`src/rtl/adder_reg_bank_pkg.sv`:
```
// Shared constants for the adder register bank: register offsets, bit positions,
// default address limit, sequencer states and the byte-strobe merge helper.
package adder_reg_bank_pkg;

    localparam logic [7:0] CTRL_OFF   = 8'h00;
    localparam logic [7:0] STATUS_OFF = 8'h04;
    localparam logic [7:0] OPA_OFF    = 8'h08;
    localparam logic [7:0] OPB_OFF    = 8'h0C;
    localparam logic [7:0] RESULT_OFF = 8'h10;

    localparam logic [2:0] IDX_CTRL   = CTRL_OFF[4:2];
    localparam logic [2:0] IDX_STATUS = STATUS_OFF[4:2];
    localparam logic [2:0] IDX_OPA    = OPA_OFF[4:2];
    localparam logic [2:0] IDX_OPB    = OPB_OFF[4:2];
    localparam logic [2:0] IDX_RESULT = RESULT_OFF[4:2];

    localparam int START_BIT = 0;
    localparam int IEN_BIT   = 1;
    localparam int BUSY_BIT  = 0;
    localparam int DONE_BIT  = 1;
    localparam int CARRY_BIT = 2;

    localparam logic [31:0] ADDR_LIMIT_DEF = 32'h14;

    typedef enum logic {
        ST_IDLE = 1'b0,
        ST_CALC = 1'b1
    } state_t;

    function automatic logic [31:0] merge_bytes(input logic [31:0] old_v,
                                                input logic [31:0] new_v,
                                                input logic [3:0]  strb);
        logic [31:0] r;
        r = old_v;
        for (int i = 0; i < 4; i++) begin
            if (strb[i]) r[8*i +: 8] = new_v[8*i +: 8];
        end
        return r;
    endfunction

endpackage

```
`src/rtl/adder_reg_bank_if.sv`:
```
// Write/read port bundle between the AXI4-Lite slave (master side) and the register bank.
// Handshake: a write is accepted on the rising edge where i_en_amba_write=1; reads are
// combinational from i_addr_rc. dbg_state exposes the sequencer state.
interface adder_reg_bank_if;
    import adder_reg_bank_pkg::*;

    logic        i_en_amba_write;
    logic [31:0] i_data_wc;
    logic [31:0] i_addr_wc;
    logic [3:0]  i_strb;
    logic [31:0] i_addr_rc;
    logic [31:0] o_data_rc;
    logic        o_is_busy;
    logic        o_irq;
    state_t      dbg_state;

    modport master (
        output i_en_amba_write, i_data_wc, i_addr_wc, i_strb, i_addr_rc,
        input  o_data_rc, o_is_busy, o_irq, dbg_state
    );

    modport slave (
        input  i_en_amba_write, i_data_wc, i_addr_wc, i_strb, i_addr_rc,
        output o_data_rc, o_is_busy, o_irq, dbg_state
    );

endinterface

```
`src/rtl/adder_serial_core.sv`:
```
// Lane-serial 32-bit adder: LANE_W bits per cycle, partial sums shifted in from the MSB.
// done pulses on the completion edge with sum/carry_out valid in that same cycle.
module adder_serial_core
    import adder_reg_bank_pkg::*;
#(
    parameter int LANE_W = 8
) (
    input  logic        clk,
    input  logic        rst_n,
    input  logic        start,
    input  logic [31:0] op_a,
    input  logic [31:0] op_b,
    output logic        busy,
    output logic        done,
    output logic [31:0] sum,
    output logic        carry_out,
    output state_t      state
);

    localparam int NLANES = 32 / LANE_W;
    localparam int CNT_W  = (NLANES > 1) ? $clog2(NLANES) : 1;
    localparam logic [CNT_W-1:0] LAST_CNT = CNT_W'(NLANES - 1);

    state_t            state_q, state_d;
    logic [CNT_W-1:0]  cnt_q, cnt_d;
    logic              carry_q, carry_d;
    logic [31:0]       a_q, a_d;
    logic [31:0]       b_q, b_d;
    logic [31:0]       acc_q, acc_d;
    logic [LANE_W:0]   lane_sum;
    logic [31:0]       lane_ext;

    always_comb begin
        state_d  = state_q;
        cnt_d    = cnt_q;
        carry_d  = carry_q;
        a_d      = a_q;
        b_d      = b_q;
        acc_d    = acc_q;
        done     = 1'b0;
        lane_sum = {1'b0, a_q[LANE_W-1:0]} + {1'b0, b_q[LANE_W-1:0]}
                 + {{LANE_W{1'b0}}, carry_q};
        lane_ext = 32'(lane_sum[LANE_W-1:0]);
        case (state_q)
            ST_IDLE: begin
                if (start) begin
                    state_d = ST_CALC;
                    a_d     = op_a;
                    b_d     = op_b;
                    cnt_d   = '0;
                    carry_d = 1'b0;
                    acc_d   = '0;
                end
            end
            ST_CALC: begin
                a_d     = a_q >> LANE_W;
                b_d     = b_q >> LANE_W;
                acc_d   = (acc_q >> LANE_W) | (lane_ext << (32 - LANE_W));
                carry_d = lane_sum[LANE_W];
                cnt_d   = cnt_q + CNT_W'(1);
                if (cnt_q == LAST_CNT) begin
                    state_d = ST_IDLE;
                    done    = 1'b1;
                end
            end
        endcase
    end

    always_ff @(posedge clk or negedge rst_n) begin
        if (!rst_n) begin
            state_q <= ST_IDLE;
            cnt_q   <= '0;
            carry_q <= 1'b0;
            a_q     <= '0;
            b_q     <= '0;
            acc_q   <= '0;
        end else begin
            state_q <= state_d;
            cnt_q   <= cnt_d;
            carry_q <= carry_d;
            a_q     <= a_d;
            b_q     <= b_d;
            acc_q   <= acc_d;
        end
    end

    // acc_d holds the complete sum only on the done cycle; the top samples it then.
    assign busy      = (state_q == ST_CALC);
    assign sum       = acc_d;
    assign carry_out = lane_sum[LANE_W];
    assign state     = state_q;

endmodule

```
`src/rtl/adder_reg_bank.sv`:
```
// Register bank with bus decode, strobe merge and read mux around adder_serial_core.
// Optional macro ADDER_REG_BANK_IRQ_EN enables o_irq = DONE & IEN (registered).
module adder_reg_bank
    import adder_reg_bank_pkg::*;
#(
    parameter int          LANE_W     = 8,
    parameter logic [31:0] ADDR_LIMIT = ADDR_LIMIT_DEF
) (
    input  logic             ACLK,
    input  logic             ARSTn,
    adder_reg_bank_if.slave  bus
);

    logic        ien_q, ien_d;
    logic        done_q, done_d;
    logic        carry_q, carry_d;
    logic [31:0] op_a_q, op_a_d;
    logic [31:0] op_b_q, op_b_d;
    logic [31:0] result_q, result_d;

    logic        wr_hit, rd_hit, wr_ok, start;
    logic [2:0]  wr_idx, rd_idx;
    logic        core_busy, core_done, core_carry;
    logic [31:0] core_sum;
    state_t      core_state;

    assign wr_hit = (bus.i_addr_wc[31:8] == 24'd0) && ({24'd0, bus.i_addr_wc[7:0]} < ADDR_LIMIT);
    assign rd_hit = (bus.i_addr_rc[31:8] == 24'd0) && ({24'd0, bus.i_addr_rc[7:0]} < ADDR_LIMIT);
    assign wr_idx = bus.i_addr_wc[4:2];
    assign rd_idx = bus.i_addr_rc[4:2];

    // Writes while busy are dropped entirely; the slave reports SLVERR for them.
    assign wr_ok = bus.i_en_amba_write && wr_hit && !core_busy;
    assign start = wr_ok && (wr_idx == IDX_CTRL) && bus.i_strb[0] && bus.i_data_wc[START_BIT];

    always_comb begin
        ien_d    = ien_q;
        done_d   = done_q;
        carry_d  = carry_q;
        op_a_d   = op_a_q;
        op_b_d   = op_b_q;
        result_d = result_q;
        if (wr_ok) begin
            case (wr_idx)
                IDX_CTRL:   if (bus.i_strb[0]) ien_d = bus.i_data_wc[IEN_BIT];
                IDX_STATUS: if (bus.i_strb[0] && bus.i_data_wc[DONE_BIT]) done_d = 1'b0;
                IDX_OPA:    op_a_d = merge_bytes(op_a_q, bus.i_data_wc, bus.i_strb);
                IDX_OPB:    op_b_d = merge_bytes(op_b_q, bus.i_data_wc, bus.i_strb);
                default:    ;
            endcase
        end
        if (start) done_d = 1'b0;
        // Completion has priority over a same-edge DONE clear.
        if (core_done) begin
            done_d   = 1'b1;
            result_d = core_sum;
            carry_d  = core_carry;
        end
    end

    always_ff @(posedge ACLK or negedge ARSTn) begin
        if (!ARSTn) begin
            ien_q    <= 1'b0;
            done_q   <= 1'b0;
            carry_q  <= 1'b0;
            op_a_q   <= '0;
            op_b_q   <= '0;
            result_q <= '0;
        end else begin
            ien_q    <= ien_d;
            done_q   <= done_d;
            carry_q  <= carry_d;
            op_a_q   <= op_a_d;
            op_b_q   <= op_b_d;
            result_q <= result_d;
        end
    end

    adder_serial_core #(.LANE_W(LANE_W)) u_core (
        .clk       (ACLK),
        .rst_n     (ARSTn),
        .start     (start),
        .op_a      (op_a_q),
        .op_b      (op_b_q),
        .busy      (core_busy),
        .done      (core_done),
        .sum       (core_sum),
        .carry_out (core_carry),
        .state     (core_state)
    );

    always_comb begin
        bus.o_data_rc = '0;
        if (rd_hit) begin
            case (rd_idx)
                IDX_CTRL:   bus.o_data_rc[IEN_BIT] = ien_q;
                IDX_STATUS: begin
                    bus.o_data_rc[BUSY_BIT]  = core_busy;
                    bus.o_data_rc[DONE_BIT]  = done_q;
                    bus.o_data_rc[CARRY_BIT] = carry_q;
                end
                IDX_OPA:    bus.o_data_rc = op_a_q;
                IDX_OPB:    bus.o_data_rc = op_b_q;
                IDX_RESULT: bus.o_data_rc = result_q;
                default:    bus.o_data_rc = '0;
            endcase
        end
    end

    assign bus.o_is_busy = core_busy;
    assign bus.dbg_state = core_state;

`ifdef ADDER_REG_BANK_IRQ_EN
    logic irq_q, irq_d;
    assign irq_d = done_d & ien_d;

    always_ff @(posedge ACLK or negedge ARSTn) begin
        if (!ARSTn) irq_q <= 1'b0;
        else        irq_q <= irq_d;
    end

    assign bus.o_irq = irq_q;
`else
    assign bus.o_irq = 1'b0;
`endif

endmodule

```
`src/flat_wrapper.sv`:
```
// flat-port wrapper written by rule: the top's interface ports become plain ports
module adder_reg_bank_flat import adder_reg_bank_pkg::*;
#(
    parameter int          LANE_W     = 8,
    parameter logic [31:0] ADDR_LIMIT = ADDR_LIMIT_DEF
)
  (ACLK, ARSTn, bus_i_en_amba_write, bus_i_data_wc, bus_i_addr_wc, bus_i_strb, bus_i_addr_rc, bus_o_data_rc, bus_o_is_busy, bus_o_irq, bus_dbg_state);
  adder_reg_bank_if bus_i ();
  input  logic ACLK;
  input  logic ARSTn;
  input wire logic [$bits(bus_i.i_en_amba_write)-1:0] bus_i_en_amba_write;
  input wire logic [$bits(bus_i.i_data_wc)-1:0] bus_i_data_wc;
  input wire logic [$bits(bus_i.i_addr_wc)-1:0] bus_i_addr_wc;
  input wire logic [$bits(bus_i.i_strb)-1:0] bus_i_strb;
  input wire logic [$bits(bus_i.i_addr_rc)-1:0] bus_i_addr_rc;
  output wire logic [$bits(bus_i.o_data_rc)-1:0] bus_o_data_rc;
  output wire logic [$bits(bus_i.o_is_busy)-1:0] bus_o_is_busy;
  output wire logic [$bits(bus_i.o_irq)-1:0] bus_o_irq;
  output wire logic [$bits(bus_i.dbg_state)-1:0] bus_dbg_state;
  assign bus_i.i_en_amba_write = bus_i_en_amba_write;
  assign bus_i.i_data_wc = bus_i_data_wc;
  assign bus_i.i_addr_wc = bus_i_addr_wc;
  assign bus_i.i_strb = bus_i_strb;
  assign bus_i.i_addr_rc = bus_i_addr_rc;
  assign bus_o_data_rc = bus_i.o_data_rc;
  assign bus_o_is_busy = bus_i.o_is_busy;
  assign bus_o_irq = bus_i.o_irq;
  assign bus_dbg_state = bus_i.dbg_state;
  adder_reg_bank #(.LANE_W(LANE_W), .ADDR_LIMIT(ADDR_LIMIT)) u_core (.ACLK(ACLK), .ARSTn(ARSTn), .bus(bus_i));
endmodule
```
`config.mk`:
```
export PLATFORM = sky130hd
export DESIGN_NAME = adder_reg_bank_flat
export DESIGN_NICKNAME = d
export VERILOG_FILES = /design/src/rtl/adder_reg_bank_pkg.sv /design/src/rtl/adder_reg_bank_if.sv /design/src/rtl/adder_serial_core.sv /design/src/rtl/adder_reg_bank.sv /design/src/flat_wrapper.sv
export SDC_FILE = /design/constraint.sdc
export NUM_CORES = 1
export LEC_CHECK = 0
export BUFFER_PORTS_ARGS = -buffer_cell sky130_fd_sc_hd__clkbuf_2
export CAP_MARGIN = 10
export CORE_ASPECT_RATIO = 1.75
export CORE_UTILIZATION = 50
export CTS_BUF_LIST = sky130_fd_sc_hd__clkbuf_8
export CTS_CLUSTER_DIAMETER = 60
export DETAILED_ROUTE_END_ITERATION = 8
export MAX_ROUTING_LAYER = met4
export PLACE_DENSITY = 0.72
export SETUP_SLACK_MARGIN = 0.15
export SYNTH_ARGS = -nofsm -noshare
export SYNTH_HDL_FRONTEND = slang
export SYNTH_SLANG_ARGS = --single-unit
```
`constraint.sdc`:
```
create_clock -name ACLK -period 3.05 [get_ports ACLK]
set_clock_uncertainty 0.15 [all_clocks]
set_input_delay 0.1525 -clock ACLK [delete_from_list [all_inputs] [get_ports ACLK]]
set_output_delay 0.1525 -clock ACLK [all_outputs]
set_load 0.005 [all_outputs]
```
==> out/metrics.cfg, run 1 <==
[finish]
stdcell_count=1208
final_cell_mix=dfrtp_1 (190), clkbuf_2 (131), nand2_1 (81)
drive_gt1_frac=0.331
n_antenna_cell=0
final-seq-area_um2=4780
area_growth_pct=18.2
nNetsFinal=1077
multi_input_area_um2=3950
nFillCells=1524
final_common_cell=dfrtp_1

[sta]
maxSlewViolCount=0
fmax_mhz=380
tightest_slew_ns=0.780
setup_viol=0
whs_ns=0.0440
hold_violations=0
timing.final.crit_share=0.862
timing.setup.tns_ns=0
rsz0062_at_grt=false
slew_headroom=0.480
layout_min_cycle_time_ns=2.63

[grt]
use_met2=0.445
grt-busiest-layer=met2
grt_pass1_vias=6694
grt_pass1_wl_um=36200
grt_use_total=0.265
grt.overflow.total=0
use_met3=0.0384
antenna_found_initial=0
gr-usage-met1=0.285
grt_max_degree=85

[floorplan]
ioPinCount=138
die_h_um=180
core-area_um2=17500
fp.dieW_um=104
dieArea_um2=18600
rows=64
initial_utilization=0.515

[yosys]
synthCells=816
synth.cell_area_um2=9020
yosys-top-cells-area=dfrtp_1 (53%), mux2_2 (9.9%), o221a_2 (6.0%)
synth_area_leader_cell=dfrtp_1
synthFlopType=dfrtp_1
ys_types=54
synth-edff-count=0
synth_seq_area_share=0.530
post-synth-top-area-fraction=0.530
async_flop_share=1.00
synth.avg_cell_area_um2=11.1
mappedNetlistNets=929
synth_warnings=0
ys_seq_elements=191

[setup_path]
worstSetupPathType=register to register
arrival_ns=2.83
critPathMaxFanout=8
cp-end-kind=register
critPathRequiredTime_ns=3.25
setup.worst_path.start_class=register

[routing]
antenna_left=0
drt_wl_total_um=23300
firstDrtPassIters=4
drcViolationCount=0
via_count=6817
drt_iter0_drc=459
wl_per_cell_um=19.3
viasPerCell=5.64

[clocking]
cts_tree=done
clk_latency_ns=0.47
cts_buffers=17
cts-root-buf=clkbuf_8
cts.clk_slew.worst_paths_ns=0.10
cts_resized=0
htree_levels=4
clkSinkCount=191
cts_setup_buffers=0
clockBufferDepth=2

[placement]
placed_cells=1142
detailed_place_hpwl_um=17100
gp_congestion=0.836
io_buffers=132

[power]
p_sw_frac=0.242
powerDensity_nw_per_um2=420
p_comb_frac=0.053
total_power_mw=4.48
intPower_mw=3.39
peakVddDrop_v=0.000319
pwr-share-seq=0.565
p_switching_mw=1.08
clkPwrFrac=0.382
p_leak_nw=5.00

[status]
status=finished clean

[hold_path]
min_path_type=input pin to register

[flow_run]
drv_cap=0

-- metrics by stage --
step | utilization | instance area [um2] | worst slack [ns]
2_1_floorplan | - | 9020 | 0.712
5_1_grt | 0.609 | 10700 | 0.294
4_1_cts | 0.609 | 10700 | 0.423
6_report | 0.609 | 10700 | 0.421
3_3_place_gp | 0.566 | 9930 | 0.470
3_5_place_dp | 0.566 | 9930 | 0.449
-- kinds of logic (layout without fill, tap and decap cells) --
kind of cell,after synthesis,count (layout),synth area share
xor+xnor,3,3,0.00291
flops,191,191,0.530
other cells,1,1,0.000416
simple gates,260,260,0.144
compound gates,163,163,0.134
mux,113,113,0.138
buf+inv,75,236,0.0349
fa+ha+maj,10,10,0.0155
-- final timing paths --
kind	startpoint	end	slack (ns)	cells past startpoint
hold reg to reg	u_core.result_q[18]	u_core.result_q[18]	0.34	2
max in group asynchronous	ARSTn	u_core.u_core.busy	1.87	3
setup / recovery	u_core.u_core.busy	u_core.op_b_q[11]	0.42	5
hold / removal	bus_i_strb[3]	u_core.op_b_q[28]	0.04	3
min in group asynchronous	ARSTn	u_core.op_b_q[26]	0.16	2
setup reg to reg	u_core.u_core.busy	u_core.op_b_q[11]	0.42	5
-- registers in the layout, indices dropped and copies added, names as in the netlist --
register               flops
u_core.carry_q             1
u_core.done_q              1
u_core.ien_q               1
u_core.op_a_q             32
u_core.op_b_q             32
u_core.result_q           32
u_core.u_core.a_q         32
u_core.u_core.acc_q       24
u_core.u_core.b_q         32
u_core.u_core.busy         1
u_core.u_core.carry_q      1
u_core.u_core.cnt_q        2
-- power by group through the flow --
stage	Combinational [mW]	Sequential, mW	Clock, mW
floorplan	0.0539	2.58	0
global placement	0.203	2.58	0
detailed placement	0.206	2.58	0
CTS	0.242	2.53	1.74
global route	0.262	2.53	1.85
finish	0.238	2.53	1.71
-- cells in the mapped netlist (4+ instances only) --
cell and instances:
nor2_1 70, nor3_1 7, clkbuf_1 32, nand3_1 7, mux2_2 79, buf_1 6
nand2b_1 52, nand2_1 81, buf_2 12, ha_1 8, dfrtp_1 191, nor4_1 16
nand4_1 4, a21oi_1 31, o31ai_1 12, o22ai_1 6, o221a_2 48, mux2i_1 30
o21ai_0 46, inv_1 20
-- critical path, cell delays in order (launching register included) --
cell,delay [ns]
dfrtp_2,0.43
nor4_1,0.30
nand4_1,0.26
nor4_4,0.64
nand3_2,0.36
mux2_2,0.37
-- timing repair --
item,in CTS,in global routing
hold endpoints to repair,145,0
endpoints found under the setup margin,0,0
hold buffers,34,0
-- layout make-up --
cell class,instances,area share
tap,231,0.0271
multi-input combinational,550,0.370
sequential,191,0.448
clock inverter,15,0.0161
inverter,21,0.00739
timing repair buffer,183,0.110
clock buffer,17,0.0219
-- layer usage --
layer | share of wire | vias to the layer above | routed length [um]
li1 | - | 3222 | -
met1 | 0.38 | 3339 | 8870
met2 | 0.51 | 202 | 11900
met3 | 0.037 | 54 | 849
met4 | 0.069 | 0 | 1600
met5 | 0 | - | 0
No activity file was read; power rests on OpenSTA's default activity.
==> run 2: changes to the inputs <==
--- a/config.mk
+++ b/config.mk
@@ -7,14 +7,17 @@
 export LEC_CHECK = 0
 export BUFFER_PORTS_ARGS = -buffer_cell sky130_fd_sc_hd__clkbuf_2
 export CAP_MARGIN = 10
+export CELL_PAD_IN_SITES_DETAIL_PLACEMENT = 1
+export CELL_PAD_IN_SITES_GLOBAL_PLACEMENT = 2
 export CORE_ASPECT_RATIO = 1.75
-export CORE_UTILIZATION = 50
+export CORE_UTILIZATION = 38
 export CTS_BUF_LIST = sky130_fd_sc_hd__clkbuf_8
 export CTS_CLUSTER_DIAMETER = 60
 export DETAILED_ROUTE_END_ITERATION = 8
 export MAX_ROUTING_LAYER = met4
-export PLACE_DENSITY = 0.72
+export PLACE_DENSITY_LB_ADDON = 0.1
 export SETUP_SLACK_MARGIN = 0.15
+export SLEW_MARGIN = 20
 export SYNTH_ARGS = -nofsm -noshare
 export SYNTH_HDL_FRONTEND = slang
 export SYNTH_SLANG_ARGS = --single-unit
==> run 2 against run 1 <==
Routed wire length is 23% higher; utilization decreased by 14 points; cell area rose by 1.6%; critical endpoint is now u_core.u_core.carry_q; count of clock-buffer cells in the layout unchanged; highest routed layer unchanged; sequential cell count did not move.
==> out/metrics.cfg, run 2 (synthesis gave the netlist of run 1 again) <==
[routing]
via_count=6935  ; +1.7%
antenna_left=0  ; unchanged
firstDrtPassIters=5  ; +1
wl_per_cell_um=22.4  ; +16%
viasPerCell=5.41  ; -4.2%
drcViolationCount=0  ; unchanged
drt_wl_total_um=28700  ; +23%
drt_iter0_drc=294  ; -36%

[placement]
pre_cts_slack_ns=0.404  ; -0.0447 ns
gp_congestion=0.920  ; +10%
detailed_place_hpwl_um=21500  ; +26%
io_buffers=132  ; unchanged
placed_cells=1216  ; +6.5%

[grt]
grt_max_degree=81  ; -4.7%
antenna_found_initial=1  ; +1
grt_pass1_wl_um=44300  ; +22%
grt_use_total=0.256  ; -0.00864
grt_pass1_vias=7547  ; +13%
grt.overflow.total=0  ; unchanged

[floorplan]
core-area_um2=23300  ; +33%
ioPinCount=138  ; unchanged
dieArea_um2=24400  ; +31%
rows=74  ; +16%
fp.dieW_um=118  ; +14%
die_h_um=206  ; +15%
initial_utilization=0.387  ; -0.128

[power]
p_leak_nw=5.03  ; +0.69%
peakVddDrop_v=0.000321  ; +0.66%
powerDensity_nw_per_um2=429  ; +2.3%

[setup_path]
cp_top_family=compound AO/OA/AOI/OAI gates
critPathMaxFanout=4  ; -4
arrival_ns=2.89  ; +0.06 ns
critPathRequiredTime_ns=3.26  ; about the same
reg2regPathDepth=9  ; +4
worstSetupPathType=register to register
cpMaxStageDelayCell=fa_1
crit_buf_inv=2  ; +2
cp_num_cells=9  ; +4
setup.worst_path.start_class=register
cp-end-kind=register
max_stage_delay_ns=0.48  ; -0.16 ns
cp_cell_sequence=inv_1 > fa_1 > inv_1 > fa_1 > a211oi_1 > nor2_1 > o31a_1 > o21ai_0 > a31oi_1

[clocking]
cts_buffers=17  ; unchanged
clockBufferDepth=2  ; unchanged
clk_latency_ns=0.50  ; +0.03 ns
cts_tree=done
cts.clk_slew.worst_paths_ns=0.10  ; about the same
htree_levels=4  ; unchanged
cts-root-buf=clkbuf_8
cts_setup_buffers=0  ; unchanged
clkSinkCount=191  ; unchanged

[sta]
fmax_mhz=374  ; -1.7%
tightest_slew_ns=0.772  ; -0.00794 ns
layout_min_cycle_time_ns=2.67  ; +0.0457 ns
rsz0062_at_grt=false
maxSlewViolCount=0  ; unchanged
timing.setup.tns_ns=0  ; unchanged
timing.final.crit_share=0.877  ; +0.0150
setup_slack_ns=0.376  ; -0.0457 ns
setup_viol=0  ; unchanged
hold_violations=0  ; unchanged
slew_headroom=0.485  ; +0.00529

[finish]
final_common_cell=dfrtp_1
stdcell_count=1283  ; +6.2%
area_growth_pct=20.1
nNetsFinal=1078  ; +0.093%
drive_gt1_frac=0.330  ; -0.000338
final_cell_mix=dfrtp_1 (190), clkbuf_2 (131), nand2_1 (81)

[flow_run]
drv_cap=0  ; unchanged

[hold_path]
hold_depth=3  ; unchanged
min_path_type=input pin to register

[status]
status=finished clean

run 2: through the flow:
| stage | util | instance area [um2] | power (mW) | hold WS [ns] |
|---|---|---|---|---|
| 2_1_floorplan | - | 9020 | 2.63 | -0.293 |
| 3_3_place_gp | 0.431 | 10000 | 2.79 | 0.0980 |
| 3_5_place_dp | 0.431 | 10000 | 2.80 | 0.110 |
| 4_1_cts | 0.464 | 10800 | 4.71 | 0.0115 |
| 5_1_grt | 0.465 | 10800 | 4.82 | 0.0323 |
| 6_report | 0.465 | 10800 | 4.65 | 0.0197 |
run 2: timing repair:
| item | 4_1_cts | 5_1_grt |
|---|---|---|
| hold buffers | 34 | 0 |
| endpoints found under the hold margin | 143 | 0 |
| resized for setup | 0 | 0 |
run 2: worst reg2reg max path, stage by stage, from the launching register on:
cell      delay (ns)
dfrtp_1         0.40
inv_1           0.10
fa_1            0.21
inv_1           0.06
fa_1            0.48
a211oi_1        0.27
nor2_1          0.15
o31a_1          0.29
o21ai_0         0.29
a31oi_1         0.13
run 2: final cells by class:
cell class	instances	area (um2)
antenna	1	2.50
clock buffer	17	234
clock inverter	15	209
fill	2579	12500
inverter	21	78.8
multi-input combinational	550	3950
sequential	191	4780
tap	304	380
timing repair buffer	184	1200
run 2: metal layers:
metal | track usage | part of all wire | vias to the layer above
met5 | - | 0 | -
li1 | - | - | 3206
met1 | 0.273 | 0.39 | 3468
met3 | 0.0444 | 0.042 | 51
met4 | 0.137 | 0.046 | 0
met2 | 0.453 | 0.53 | 210
run 2: path summary, 6_finish.rpt:
path                            slack [ns]                 endpoint            startpoint
worst max-delay path                  0.38    u_core.u_core.carry_q  u_core.u_core.a_q[0]
worst min-delay path                  0.02        u_core.op_b_q[27]         bus_i_strb[3]
worst max register to register        0.38    u_core.u_core.carry_q  u_core.u_core.a_q[0]
worst min register to register        0.34       u_core.result_q[1]    u_core.result_q[1]
max in group asynchronous             1.81         u_core.op_b_q[9]                 ARSTn
min in group asynchronous             0.11  u_core.u_core.acc_q[16]                 ARSTn
run 2: power breakdown:
part           total, mW  internal, mW  switching, mW  leakage [nW]
sequential          2.53          2.53    0.000000116          2.38
clock               1.88         0.905          0.971         0.219
combinational      0.245         0.105          0.140          2.43
total               4.65          3.54           1.11          5.03
==> run 3: changes to the inputs <==
--- a/config.mk
+++ b/config.mk
@@ -10,7 +10,7 @@
 export CELL_PAD_IN_SITES_DETAIL_PLACEMENT = 1
 export CELL_PAD_IN_SITES_GLOBAL_PLACEMENT = 2
 export CORE_ASPECT_RATIO = 1.75
-export CORE_UTILIZATION = 38
+export CORE_UTILIZATION = 25
 export CTS_BUF_LIST = sky130_fd_sc_hd__clkbuf_8
 export CTS_CLUSTER_DIAMETER = 60
 export DETAILED_ROUTE_END_ITERATION = 8
==> run 3 against run 2 <==
Routed wire length grew 13%; highest routed layer unchanged; combinational power increased by 4%; utilization fell by 15 points; largest cell class unchanged.
==> out/metrics.cfg, run 3 (synthesis gave the netlist of run 1 again) <==
[status]
status=finished clean

[hold_path]
hp-start=bus_i_strb[3]
min_path_type=input pin to register
whs_endpoint=u_core.op_b_q[28]
hold_depth=3  ; unchanged

[setup_path]
cp-end-kind=register
reg2regPathDepth=9  ; unchanged
reg2reg_slack_ns=0.32  ; -0.06 ns
arrival_ns=2.96  ; +0.07 ns
setup.worst_path.start_class=register
cpMaxStageDelayCell=fa_1
cp_cell_sequence=inv_1 > fa_1 > inv_1 > fa_1 > a211oi_1 > nor2_1 > o31a_1 > o21ai_0 > a31oi_1
critPathMaxFanout=4  ; unchanged
worstSetupPathType=register to register
critPathRequiredTime_ns=3.28  ; +0.02 ns
max_stage_delay_ns=0.49  ; about the same
r2r_end=u_core.u_core.carry_q
r2r-start=u_core.u_core.carry_q

[sta]
setup_slack_ns=0.315  ; -0.0605 ns
timing.setup.tns_ns=0  ; unchanged
rsz0062_at_grt=false
slew_headroom=0.518  ; +0.0325
setup_viol=0  ; unchanged
maxSlewViolCount=0  ; unchanged
whs_ns=0.0453  ; +0.0256 ns
timing.final.crit_share=0.897  ; +0.0198
fmax_mhz=366  ; -2.2%
tightest_slew_ns=0.723  ; -0.0488 ns
layout_min_cycle_time_ns=2.73  ; +0.0605 ns
hold_violations=0  ; unchanged

[clocking]
clockBufferDepth=2  ; unchanged
cts_tree=done
cts_resized=0  ; unchanged
cts_buffers=17  ; unchanged
clk_latency_ns=0.51  ; about the same
cts.clk_slew.worst_paths_ns=0.09  ; about the same
clkSinkCount=191  ; unchanged
cts-root-buf=clkbuf_8
htree_levels=4  ; unchanged

[grt]
grt.overflow.total=0  ; unchanged
grt_pass1_vias=7501  ; -0.61%
grt_max_degree=75  ; -7.4%
antenna_found_initial=0  ; -1
grt_use_total=0.189  ; -0.0667
grt_pass1_wl_um=49000  ; +11%

[power]
clkPwrFrac=0.392  ; -0.011
peakVddDrop_v=0.000279  ; -13%
p_switching_mw=1.09  ; -1.6%
powerDensity_nw_per_um2=416  ; -3.0%
intPower_mw=3.49  ; -1.5%
p_leak_nw=5.03  ; about the same
p_comb_frac=0.056  ; +0.003
p_sw_frac=0.238  ; -0.000343
pwr-share-seq=0.552  ; +0.008

[routing]
wl_per_cell_um=22.3  ; about the same
via_count=6904  ; -0.45%
drcViolationCount=0  ; unchanged
firstDrtPassIters=4  ; -1
viasPerCell=4.77  ; -12%
drt_wl_total_um=32300  ; +13%
antenna_left=0  ; unchanged
drt_iter0_drc=260  ; -12%

[placement]
pre_cts_slack_ns=0.320  ; -0.0838 ns
placed_area_um2=10300  ; +2.2%
gp_congestion=0.768  ; -17%
detailed_place_hpwl_um=24100  ; +12%
io_buffers=132  ; unchanged

[flow_run]
drv_cap=0  ; unchanged

[floorplan]
rows=91  ; +23%
dieArea_um2=36900  ; +51%
die_h_um=253  ; +23%
ioPinCount=138  ; unchanged
core-area_um2=35400  ; +52%
fp.dieW_um=146  ; +23%
initial_utilization=0.255  ; -0.132

[finish]
fin_util=0.311  ; -0.154
nNetsFinal=1082  ; +0.37%
nFillCells=4016  ; +56%
area_growth_pct=21.9
drive_gt1_frac=0.329  ; -0.00169
final_cell_area_um2=11000  ; +1.5%
final_cell_mix=dfrtp_1 (190), clkbuf_2 (131), nand2_1 (80)
final_common_cell=dfrtp_1

run 3: changes by cell type in the layout (fill, tap and decap cells not counted), moves of 2 or more:
cell,before,now
clkbuf_8,17,21
clkinv_4,3,0
inv_1,20,25
clkinv_2,2,0
inv_6,3,0
buf_12,5,3
buf_4,13,19
run 3: power by group through the flow:
stage	clock network, mW	logic [mW]	registers [mW]
floorplan	0	0.0539	2.58
global placement	0	0.231	2.58
detailed placement	0	0.231	2.58
CTS	1.87	0.266	2.53
global route	1.95	0.284	2.53
finish	1.80	0.255	2.53
run 3: how the worst max path moves through the flow:
stage	from	to	slack, ns	cells past startpoint
2_1_floorplan	u_core.u_core.busy	u_core.op_b_q[26]	0.71	6
3_3_place_gp	bus_i_addr_wc[24]	u_core.op_b_q[5]	0.34	6
3_5_place_dp	u_core.u_core.carry_q	u_core.u_core.carry_q	0.32	9
4_1_cts	u_core.u_core.carry_q	u_core.u_core.carry_q	0.28	9
5_1_grt	u_core.u_core.carry_q	u_core.u_core.carry_q	0.18	9
6_report	u_core.u_core.carry_q	u_core.u_core.carry_q	0.32	9
run 3: metal layers:
metal	GRT usage	share of wire	routed length, um	vias to the layer above
met2	0.354	0.56	18100	122
met1	0.207	0.40	12900	3541
li1	-	-	-	3217
met3	0.0227	0.020	650	24
met4	0.0608	0.022	698	0
met5	-	0	0	-
run 3: layout make-up:
class,instances,area (um2),share of cell area
Tap cell,465,582,0.0529
Inverter,21,78.8,0.00716
Timing Repair Buffer,188,1210,0.110
Clock buffer,20,275,0.0250
Antenna cell,1,2.50,0.000227
Multi-Input combinational cell,550,3950,0.359
Clock inverter,10,124,0.0113
Sequential cell,191,4780,0.434
run 3: through the flow:
stage	power (mW)	std cells
finish	4.58	1446
global route	4.76	1445
CTS	4.66	1445
detailed placement	2.81	1381
global placement	2.81	1381
floorplan	2.63	816
run 3: worst max-delay path, delay by kind of cell (launching register included):
family                     cells  cell delay (ns)
AOI/OAI and AO/OA              4             0.98
adders and majority gates      2             0.72
buffers and inverters          2             0.23
DFF                            1             0.37
and+or+nand+nor                1             0.16
run 3: repair_timing:
item                                   in CTS  in global routing
setup buffers                               0                  0
endpoints found under the hold margin     137                  0
hold buffers                               34                  0
